`config.mk`:
```
export PLATFORM = sky130hd
export DESIGN_NAME = output_argmax
export DESIGN_NICKNAME = d
export VERILOG_FILES = /design/src/rtl/output_argmax.sv
export SDC_FILE = /design/constraint.sdc
export NUM_CORES = 1
export LEC_CHECK = 0
export ABC_AREA = 1
export BUFFER_PORTS_ARGS = -buffer_cell sky130_fd_sc_hd__buf_2
export CORE_UTILIZATION = 45
export CTS_BUF_LIST = sky130_fd_sc_hd__clkbuf_16
export DETAILED_ROUTE_END_ITERATION = 8
export PLACE_DENSITY = 0.66
export SETUP_SLACK_MARGIN = 0.1
export SYNTH_ARGS = -nofsm -noshare
export SYNTH_HDL_FRONTEND = slang
export SYNTH_SLANG_ARGS = --single-unit
```
`constraint.sdc`:
```
create_clock -name clk_i -period 2.7 [get_ports clk_i]
set_input_delay 0.135 -clock clk_i [delete_from_list [all_inputs] [get_ports clk_i]]
set_output_delay 0.135 -clock clk_i [all_outputs]
set_load 0.03 [all_outputs]
```
`src/rtl/output_argmax.sv`:
```
// output_argmax: argmax stage behind the zyNet classifier.
// Takes NUM_CLASSES signed logits per frame over a valid/yumi handshake.
// Reports the winning class index, or NUM_CLASSES when the winning score is
// below MIN_SCORE. The result is held until the consumer strobes yumi_i.
// Optional: define OUTPUT_ARGMAX_SCORE_EN to add score_o, the winning logit.
module output_argmax #(
    parameter int                          WORD_SIZE   = 16,
    parameter int                          INT_BITS    = 4,
    parameter int                          NUM_CLASSES = 4,
    parameter logic signed [WORD_SIZE-1:0] MIN_SCORE   = '0
) (
    input  logic                                clk_i,
    input  logic                                reset_i,
    input  logic                                valid_i,
    input  logic signed [WORD_SIZE-1:0]         data_i,
    output logic                                yumi_o,
    output logic                                valid_o,
    output logic [$clog2(NUM_CLASSES+1)-1:0]    class_o,
`ifdef OUTPUT_ARGMAX_SCORE_EN
    output logic signed [WORD_SIZE-1:0]         score_o,
`endif
    input  logic                                yumi_i
);

    localparam int              CLS_W = $clog2(NUM_CLASSES + 1);
    localparam logic [CLS_W-1:0] LAST  = CLS_W'(NUM_CLASSES - 1);
    localparam logic [CLS_W-1:0] REJ   = CLS_W'(NUM_CLASSES);

    // INT_BITS only documents the fixed-point format; compares use raw words.
    if (NUM_CLASSES < 2 || NUM_CLASSES > 255 || INT_BITS > WORD_SIZE) begin : g_param_chk
        $error("output_argmax: illegal parameterization");
    end

    typedef enum logic {COLLECT = 1'b0, DONE = 1'b1} state_t;

    state_t                      r_state, w_state_nxt;
    logic [CLS_W-1:0]            r_idx;
    logic [CLS_W-1:0]            r_best;
    logic signed [WORD_SIZE-1:0] r_max;
    logic [CLS_W-1:0]            r_class;
    logic                        r_valid;
    logic signed [WORD_SIZE-1:0] r_score;

    logic                        w_xfer;
    logic                        w_last;
    logic                        w_take;
    logic signed [WORD_SIZE-1:0] w_new_max;
    logic [CLS_W-1:0]            w_new_best;
    logic                        w_reject;

    // First word of a frame always seeds the max; later words must beat it
    // strictly, so ties keep the lowest index.
    assign w_xfer     = yumi_o;
    assign w_last     = (r_idx == LAST);
    assign w_take     = (r_idx == '0) || (data_i > r_max);
    assign w_new_max  = w_take ? data_i : r_max;
    assign w_new_best = w_take ? r_idx : r_best;
    assign w_reject   = (w_new_max < MIN_SCORE);

    // State register
    always_ff @(posedge clk_i) begin
        if (reset_i) r_state <= COLLECT;
        else         r_state <= w_state_nxt;
    end

    // Next-state: finish the frame on its last transfer, rearm on consume
    always_comb begin
        w_state_nxt = r_state;
        case (r_state)
            COLLECT: if (w_xfer && w_last) w_state_nxt = DONE;
            DONE:    if (yumi_i)           w_state_nxt = COLLECT;
            default: w_state_nxt = COLLECT;
        endcase
    end

    // Outputs: upstream is only consumed while collecting and out of reset
    always_comb begin
        yumi_o  = (r_state == COLLECT) & valid_i & ~reset_i;
        valid_o = r_valid;
        class_o = r_class;
    end

    // Running max / index tracking and result registers
    always_ff @(posedge clk_i) begin
        if (reset_i) begin
            r_idx   <= '0;
            r_best  <= '0;
            r_max   <= '0;
            r_class <= '0;
            r_valid <= 1'b0;
            r_score <= '0;
        end else if (w_xfer) begin
            r_max  <= w_new_max;
            r_best <= w_new_best;
            if (w_last) begin
                r_idx   <= '0;
                r_class <= w_reject ? REJ : w_new_best;
                r_score <= w_new_max;
                r_valid <= 1'b1;
            end else begin
                r_idx <= r_idx + CLS_W'(1);
            end
        end else if (r_valid && yumi_i) begin
            r_valid <= 1'b0;
        end
    end

`ifdef OUTPUT_ARGMAX_SCORE_EN
    assign score_o = r_score;
`else
    // Winning score is not exported in this build.
    logic w_score_unused;
    assign w_score_unused = ^r_score;
`endif

endmodule
```
==> out/metrics.cfg, run 1 <==
[floorplanning]
io_pins=25
dieArea_mm2=0.00360
core_area_mm2=0.00313
die_x_um=60.0
start_util_pct=48.4
rows=20
die_h_um=60.0

[power_and_ir_drop]
internal_power_w=0.000759
p_comb_share_pct=27.4
pwr-share-seq_pct=42.8
total_leakage_power_nw=0.775
p_per_area_mw_per_mm2=650
switching_share_pct=31.9
vdd_ir_drop_max_uv=311
p_clk_share_pct=29.8
p_switching_w=0.000356

[clock_network]
holdBufCountCts=0
postCtsResizedCells=0
cts_setup_buffers=0
root_buffer=clkbuf_16
cts_tree=built
cts.sink_count=27
cts_buffer_depth=2
cts_made_buffers=3
clock_latency_ns=0.26
htree_levels=1
clk_pin_slew_ns=0.06

[sta]
finalSetupViolCount=0
hold_viol=0
fin_skew_ns=0.00476
setup_ws_ns=0.601
fin_crit_sh_pct=77.8
period_minus_slack_ns=2.10
worst_pin_slew_ns=0.593
final.setup.tns_ns=0
slew_headroom_pct=60.5
rsz0062_at_grt=no
fmax_ghz=0.476
slew_violations=0

[grt]
antenna_found_initial=0
overflow=0
grt_pass1_vias=1149
grt_max_degree=36
track_usage_pct=17.5
grt_pass1_wl_um=4770

[logic_synthesis]
synth.distinct_cells=24
syn_area_mm2=0.00152
netlist.area_leader.share_pct=35.7
synth_common_cells=32 x a21oi_1, 32 x inv_1, 31 x nand2_1
synth-seq-cells=27
synthCells=195
synth_edf_count=0
synth_top_area_cell=dfxtp_1
synth_flop_cell=dfxtp_1
async_flop_share_pct=0
syn_nets=233
synthTopCellsByArea=dfxtp_1 36%, ha_1 15%, a21oi_1 11%
avgSynthCellArea_um2=7.77
ys.warnings.count=0
ys_seq_area_share_pct=35.7

[layout]
num_antenna_cells=0
fin_util_pct=54.9
finish.net_count=257
area_growth_pct=13.3
drive_gt1_share_pct=18.3
final_cell_area_mm2=0.00172

[critical_path]
crit_path_end_kind=register
arrival_ns=2.29
critical_path_class=register to register
crit_required_ns=2.89
worst_setup_path_start_kind=register
worstRegToRegCells=11
crit_fanout=35

[min_path]
min_delay_path_depth=4
min_path_type=input pin to register

[placement]
post-dp-hpwl_um=1970
dpl_cell_area_mm2=0.00164
gp_congestion=0.738
dp_slack_ns=0.603
io_buffers=24

[drt]
vias=1257
drtPass1Iterations=3
drtIter0Drc=37
drc_errors=0
routed_wl_um=2690
detail-route-antenna-nets=0
viasPerCell=4.80
avgRoutedWirePerCell_um=10.3

[outcome]
status=finished, final reports clean

[job]
maxCapViolations=0

[per-stage QoR]
step | power (W) | instances | hold WS, ns
3_3_place_gp | 0.000782 | 258 | 0.404
5_1_grt | 0.00119 | 262 | 0.185
6_report | 0.00112 | 262 | 0.141
4_1_cts | 0.00112 | 262 | 0.145
2_1_floorplan | 0.000732 | 195 | 0.297
3_5_place_dp | 0.000790 | 258 | 0.418
[final cells by class]
cell class              count  area [µm²]
repair buffers             24         120
clock inverters             1        3.75
flip-flops and latches     27         541
inverters                  34         129
clock buffers               3        75.1
multi-input cells         129         793
well taps                  44        55.1
fillers                   309        1410
[worst max-delay path: stages, from the launching register on]
cell	delay, ns
dfxtp_1	0.34
inv_1	0.06
ha_1	0.32
a21oi_1	0.15
o21ai_0	0.09
a21oi_1	0.16
nand3_1	0.14
nand3_4	0.14
nand2_4	0.08
nand2_4	0.27
o21ai_0	0.12
a21oi_1	0.15
[cells by family (layout without fill, tap and decap cells)]
group	after synthesis	in the layout	share of synthesized area (%)
AND/OR/NAND/NOR	53	53	17.7
adder cells (fa/ha/maj)	18	18	14.9
flip-flops	27	27	35.7
buffers and inverters	39	62	12.0
AO/OA/AOI/OAI	58	58	19.8
[final timing paths]
kind              from        end  slack [ns]
max          r_max[15]  r_best[1]        0.60
min             yumi_i    r_state        0.14
max reg2reg  r_max[15]  r_best[1]        0.60
min reg2reg  r_best[0]  r_best[0]        0.45
[power by group through the flow]
stage / Clock, W / Combinational [W] / Sequential [W]
after global routing: 0.000354 / 0.000359 / 0.000482
after floorplan: 0 / 0.000252 / 0.000480
final: 0.000332 / 0.000306 / 0.000478
after CTS: 0.000337 / 0.000309 / 0.000477
after global placement: 0 / 0.000299 / 0.000483
after detailed placement: 0 / 0.000305 / 0.000485
[per-layer routing]
metal	track usage (%)	routed length, µm	up-vias
li1	-	-	685
met1	23.2	1420	553
met2	28.3	1170	15
met3	4.11	70	4
met4	5.32	28	0
met5	0	0	-
[registers in the layout (all words and copies together), names as in the netlist]
name and count:
valid_o 1, r_best 3, r_idx 3, class_o 3, r_max 16, r_state 1
[cells in the final DEF, fill, tap and decap left out]
master / count
ha_1: 18
dfxtp_1: 27
nor2_2: 2
nor3_1: 1
nand3_4: 1
nand4_1: 1
clkinv_2: 1
nand2_2: 2
nand2_4: 2
inv_2: 1
nand3_1: 6
o21ai_0: 13
a21o_1: 1
buf_2: 24
o21ai_2: 2
o21ai_1: 10
clkbuf_16: 3
nor2_1: 5
nor3_4: 1
a21oi_1: 32
nand2_1: 31
inv_1: 33
nor3_2: 1
Note: power is estimated with default switching activity, not from simulation.
==> run 2: changes to the inputs <==
- PLACE_DENSITY: 0.66 -> 0.69
- clock period: 2.7 -> 1.82 ns (I/O delays scaled with it)
==> out/metrics.cfg, run 2 (same netlist as run 1, synthesis figures left out) <==
[placement]
post-dp-hpwl_um=2040
gp_congestion=0.744
io_buffers=24
dpl_cell_area_mm2=0.00174
dp.cells=269

[clock_network]
cts_made_buffers=3
cts_buffer_depth=2
clk_pin_slew_ns=0.07
cts_tree=built
htree_levels=1
cts.sink_count=27
clock_latency_ns=0.26
root_buffer=clkbuf_16

[sta]
final.setup.tns_ns=-1.92
fin_skew_ns=0.00328
whs_ns=0.0876
hold_viol=0
slew_headroom_pct=60.1
slew_violations=0
setup_ws_ns=-0.170
finalSetupViolCount=22
fmax_ghz=0.503
fin_crit_sh_pct=109
rsz0062_at_grt=yes
worst_pin_slew_ns=0.598
period_minus_slack_ns=1.99

[power_and_ir_drop]
p_per_area_mw_per_mm2=942
total_leakage_power_nw=0.858
vdd_ir_drop_max_uv=596

[layout]
area_growth_pct=35.0
top_register=r_max
fin_util_pct=65.4
final_common_cell=inv_1
num_antenna_cells=0
drive_gt1_share_pct=38.4
final_cell_area_mm2=0.00205
largest_register_ff_count=16
finish.net_count=271
stdcell_count=276
layout_common_cells=28 x inv_1, 26 x nand2_1, 26 x a21oi_1, 25 x dfxtp_1, 24 x buf_2

[drt]
drc_errors=0
viasPerCell=4.87
vias=1343
routed_wl_um=3150
avgRoutedWirePerCell_um=11.4
drtIter0Drc=71
drtPass1Iterations=4
detail-route-antenna-nets=0

[outcome]
violations=negative setup slack
status=complete, but fails checks

[critical_path]
crit_top_cell=nand2_1
arrival_ns=2.19
crit_fanout=4
critical_path_class=register to register
path_cells=inv_2, ha_1, nand2_2, inv_1, nand2_1, nand2_1, nand2_1, nand2_1, nand2_2, nand2_2, nand2_2, nand3_4, buf_6, nand3_2, nand2_1, nor2_2, nand2_1, a21oi_1
critical-path-slowest-cell=dfxtp_1
path_delay_family=simple AND/OR/NAND/NOR gates
crit_path_end_kind=register
path_buf_inv=3
slowest_delay_ns=0.32
crit_required_ns=2.02
worst_setup_path_start_kind=register

[grt]
track_usage_pct=19.6
antenna_found_initial=0
grt_pass1_wl_um=5330
overflow=0
grt_max_degree=20
grt_pass1_vias=1282

[floorplanning]
die_h_um=60.0
io_pins=25
rows=20
die_x_um=60.0
dieArea_mm2=0.00360
core_area_mm2=0.00313
start_util_pct=48.4

[job]
maxCapViolations=0

[min_path]
min_path_type=input pin to register

## run 2: worst paths after layout
path                     end  slack [ns]      from  cells after the start
setup reg to reg  class_o[1]       -0.17  r_max[2]                     18
setup / recovery  class_o[1]       -0.17  r_max[2]                     18
hold reg to reg     r_max[4]        0.46  r_max[4]                      2
hold / removal       r_state        0.09    yumi_i                      4
## run 2: repair_timing
item | CTS | global route
pin swaps | 13 | 7
hold buffers | 0 | 0
setup buffers | 1 | 1
gates cloned | 1 | 0
endpoints found under the hold margin | 0 | 0
setup endpoints to repair | 22 | 22
gates resized for setup | 30 | 16
## run 2: per-stage QoR
stage | power [W] | setup WS, ns
floorplan | 0.00110 | 0.0162
global placement | 0.00124 | -0.123
detailed placement | 0.00125 | -0.175
CTS | 0.00187 | -0.0902
global route | 0.00206 | -0.337
finish | 0.00193 | -0.170
## run 2: routing by layer
metal  wire length, µm  GRT usage, %  up-vias  share of wire, %
met4                24          3.99        0              0.76
li1                  -             -      717                 -
met2              1500          32.5       24                48
met5                 0             0        -                 0
met3               113          5.19        4               3.6
met1              1510          25.4      598                48
## run 2: worst register-to-register path: stages, from the launching register on
cell and delay [ns]:
dfxtp_1 0.32, inv_2 0.04, ha_1 0.28, nand2_2 0.09
inv_1 0.05, nand2_1 0.06, nand2_1 0.04, nand2_1 0.05
nand2_1 0.07, nand2_2 0.09, nand2_2 0.06, nand2_2 0.08
nand3_4 0.10, buf_6 0.15, nand3_2 0.05, nand2_1 0.06
nor2_2 0.13, nand2_1 0.08, a21oi_1 0.11
## run 2: cell type report
| class | instances | area, µm² |
|---|---|---|
| fill | 269 | 1080 |
| multi-input combinational | 130 | 1010 |
| sequential | 27 | 543 |
| timing repair buffer | 37 | 229 |
| inverter | 34 | 129 |
| clock buffer | 3 | 75.1 |
| tap | 44 | 55.1 |
| clock inverter | 1 | 3.75 |
## run 2: where the power goes
group | leakage (nW) | internal [W] | total (W) | switching, W
clock | 0.0423 | 0.000295 | 0.000502 | 0.000208
combinational | 0.593 | 0.000312 | 0.000717 | 0.000406
sequential | 0.222 | 0.000665 | 0.000708 | 0.0000434
total | 0.858 | 0.00127 | 0.00193 | 0.000657
==> run 3: changes to the inputs <==
- CORE_UTILIZATION: 45 -> 50
- CTS_BUF_LIST: sky130_fd_sc_hd__clkbuf_16 -> unset
- PLACE_DENSITY: 0.69 -> 0.75
==> out/metrics.cfg, run 3 (same netlist as run 1, synthesis figures left out) <==
[sta]
worst_pin_slew_ns=0.562
setup_ws_ns=-0.117
fmax_ghz=0.516
period_minus_slack_ns=1.94
fin_crit_sh_pct=106
fin_skew_ns=0.00840
hold_viol=0
slew_headroom_pct=62.5
finalSetupViolCount=22
slew_violations=0
rsz0062_at_grt=yes

[job]
maxCapViolations=0

[drt]
routed_wl_um=3220
avgRoutedWirePerCell_um=12.4
vias=1395
drtPass1Iterations=8
drtIter0Drc=59
viasPerCell=5.39
detail-route-antenna-nets=0
drc_errors=4

[clock_network]
htree_levels=1
root_buffer=clkbuf_4
cts_buffer_depth=2
cts.sink_count=27
clk_pin_slew_ns=0.16
clock_latency_ns=0.34
cts_made_buffers=3
cts_tree=built

[grt]
grt_pass1_vias=1285
grt-busiest-layer=met2
overflow=0
use_met1_pct=24.9
antenna_found_initial=0
track_usage_pct=20.1
gr-usage-met3_pct=2.49
grt_pass1_wl_um=5240
grt_max_degree=20
use_met2_pct=35.1

[power_and_ir_drop]
power_w=0.00165
switching_share_pct=38.2
internal_power_w=0.00102
p_comb_share_pct=40.0
vdd_ir_drop_max_uv=657
p_clk_share_pct=16.9
pwr-share-seq_pct=43.1
p_per_area_mw_per_mm2=854
p_switching_w=0.000631
total_leakage_power_nw=0.824

[outcome]
violations=design-rule violations, negative setup slack
status=complete, but fails checks

[placement]
gp_congestion=0.740
io_buffers=24
dp_slack_ns=-0.221
post-dp-hpwl_um=1970

[layout]
top_register=r_max
area_growth_pct=27.8
layout_common_cells=28 x inv_1, 26 x nand2_1, 26 x a21oi_1, 24 x buf_2, 21 x dfxtp_1
drive_gt1_share_pct=37.3
num_antenna_cells=0
finish.net_count=267
final_common_cell=inv_1
largest_register_ff_count=16

[floorplanning]
core_area_mm2=0.00281
dieArea_mm2=0.00325
die_h_um=57.1
rows=19
start_util_pct=54.0
io_pins=25
die_x_um=57.1

[critical_path]
arrival_ns=2.23
crit_fanout=4
critical_path_class=register to register
ff2ff_setup_slack_ns=-0.12
crit_required_ns=2.12
crit_path_end_kind=register
worst_setup_path_start_kind=register

[min_path]
min_path_type=input pin to register

## run 3: worst max-delay path, stage by stage, from the launching register on
cell     delay, ns
dfxtp_2       0.35
inv_2         0.04
ha_4          0.26
nand4_1       0.14
nor3_4        0.25
nand2_2       0.10
nand3_2       0.08
nand3_4       0.09
buf_6         0.14
nand3_2       0.06
nand2_2       0.08
nor2_4        0.12
nand2_1       0.08
a21oi_2       0.10
## run 3: what timing repair did
item                                   in CTS  in global routing
cloned                                      1                  0
hold buffers                                1                  0
resized for setup                          22                 24
setup endpoints to repair                  22                 22
pin swaps                                   6                  8
buffers inserted                            0                  0
endpoints found under the hold margin       1                  0
## run 3: path summary, 6_finish.rpt
path | startpoint | to | depth (start not counted)
min | data_i[0] | r_max[0] | 3
max reg2reg | r_max[11] | class_o[1] | 13
min reg2reg | r_max[14] | r_max[14] | 2
max | r_max[11] | class_o[1] | 13
## run 3: final cells by class
cell class	instances	area (µm²)
inverter	34	129
tap	31	38.8
sequential	27	548
multi-input combinational	130	993
fill	247	868
clock inverter	1	7.51
clock buffer	3	22.5
timing repair buffer	33	198
## run 3: layer usage
layer	share of wire (%)	routed length, µm
met3	3.2	102
met1	44	1430
met4	1.7	55
met2	51	1630
met5	0	0
## run 3: stage by stage
| stage | utilization (%) | TNS (ns) | hold slack, ns | area (µm²) | instances |
|---|---|---|---|---|---|
| 6_report | 69.0 | -1.25 | 0.0175 | 1940 | 259 |
| 5_1_grt | 69.0 | -4.28 | 0.0123 | 1940 | 259 |
| 4_1_cts | 65.2 | -1.72 | 0.00956 | 1830 | 259 |
| 3_5_place_dp | 60.7 | -3.99 | 0.364 | 1700 | 253 |
| 3_3_place_gp | 60.7 | -2.02 | 0.359 | 1700 | 253 |
| 2_1_floorplan | - | 0 | 0.253 | 1540 | 195 |
## run 3: power groups by stage
stage | combinational (W) | sequential, W | clock [W]
floorplan | 0.000382 | 0.000713 | 0
global placement | 0.000494 | 0.000714 | 0
detailed placement | 0.000505 | 0.000717 | 0
CTS | 0.000585 | 0.000707 | 0.000284
global route | 0.000743 | 0.000722 | 0.000311
finish | 0.000662 | 0.000712 | 0.000280
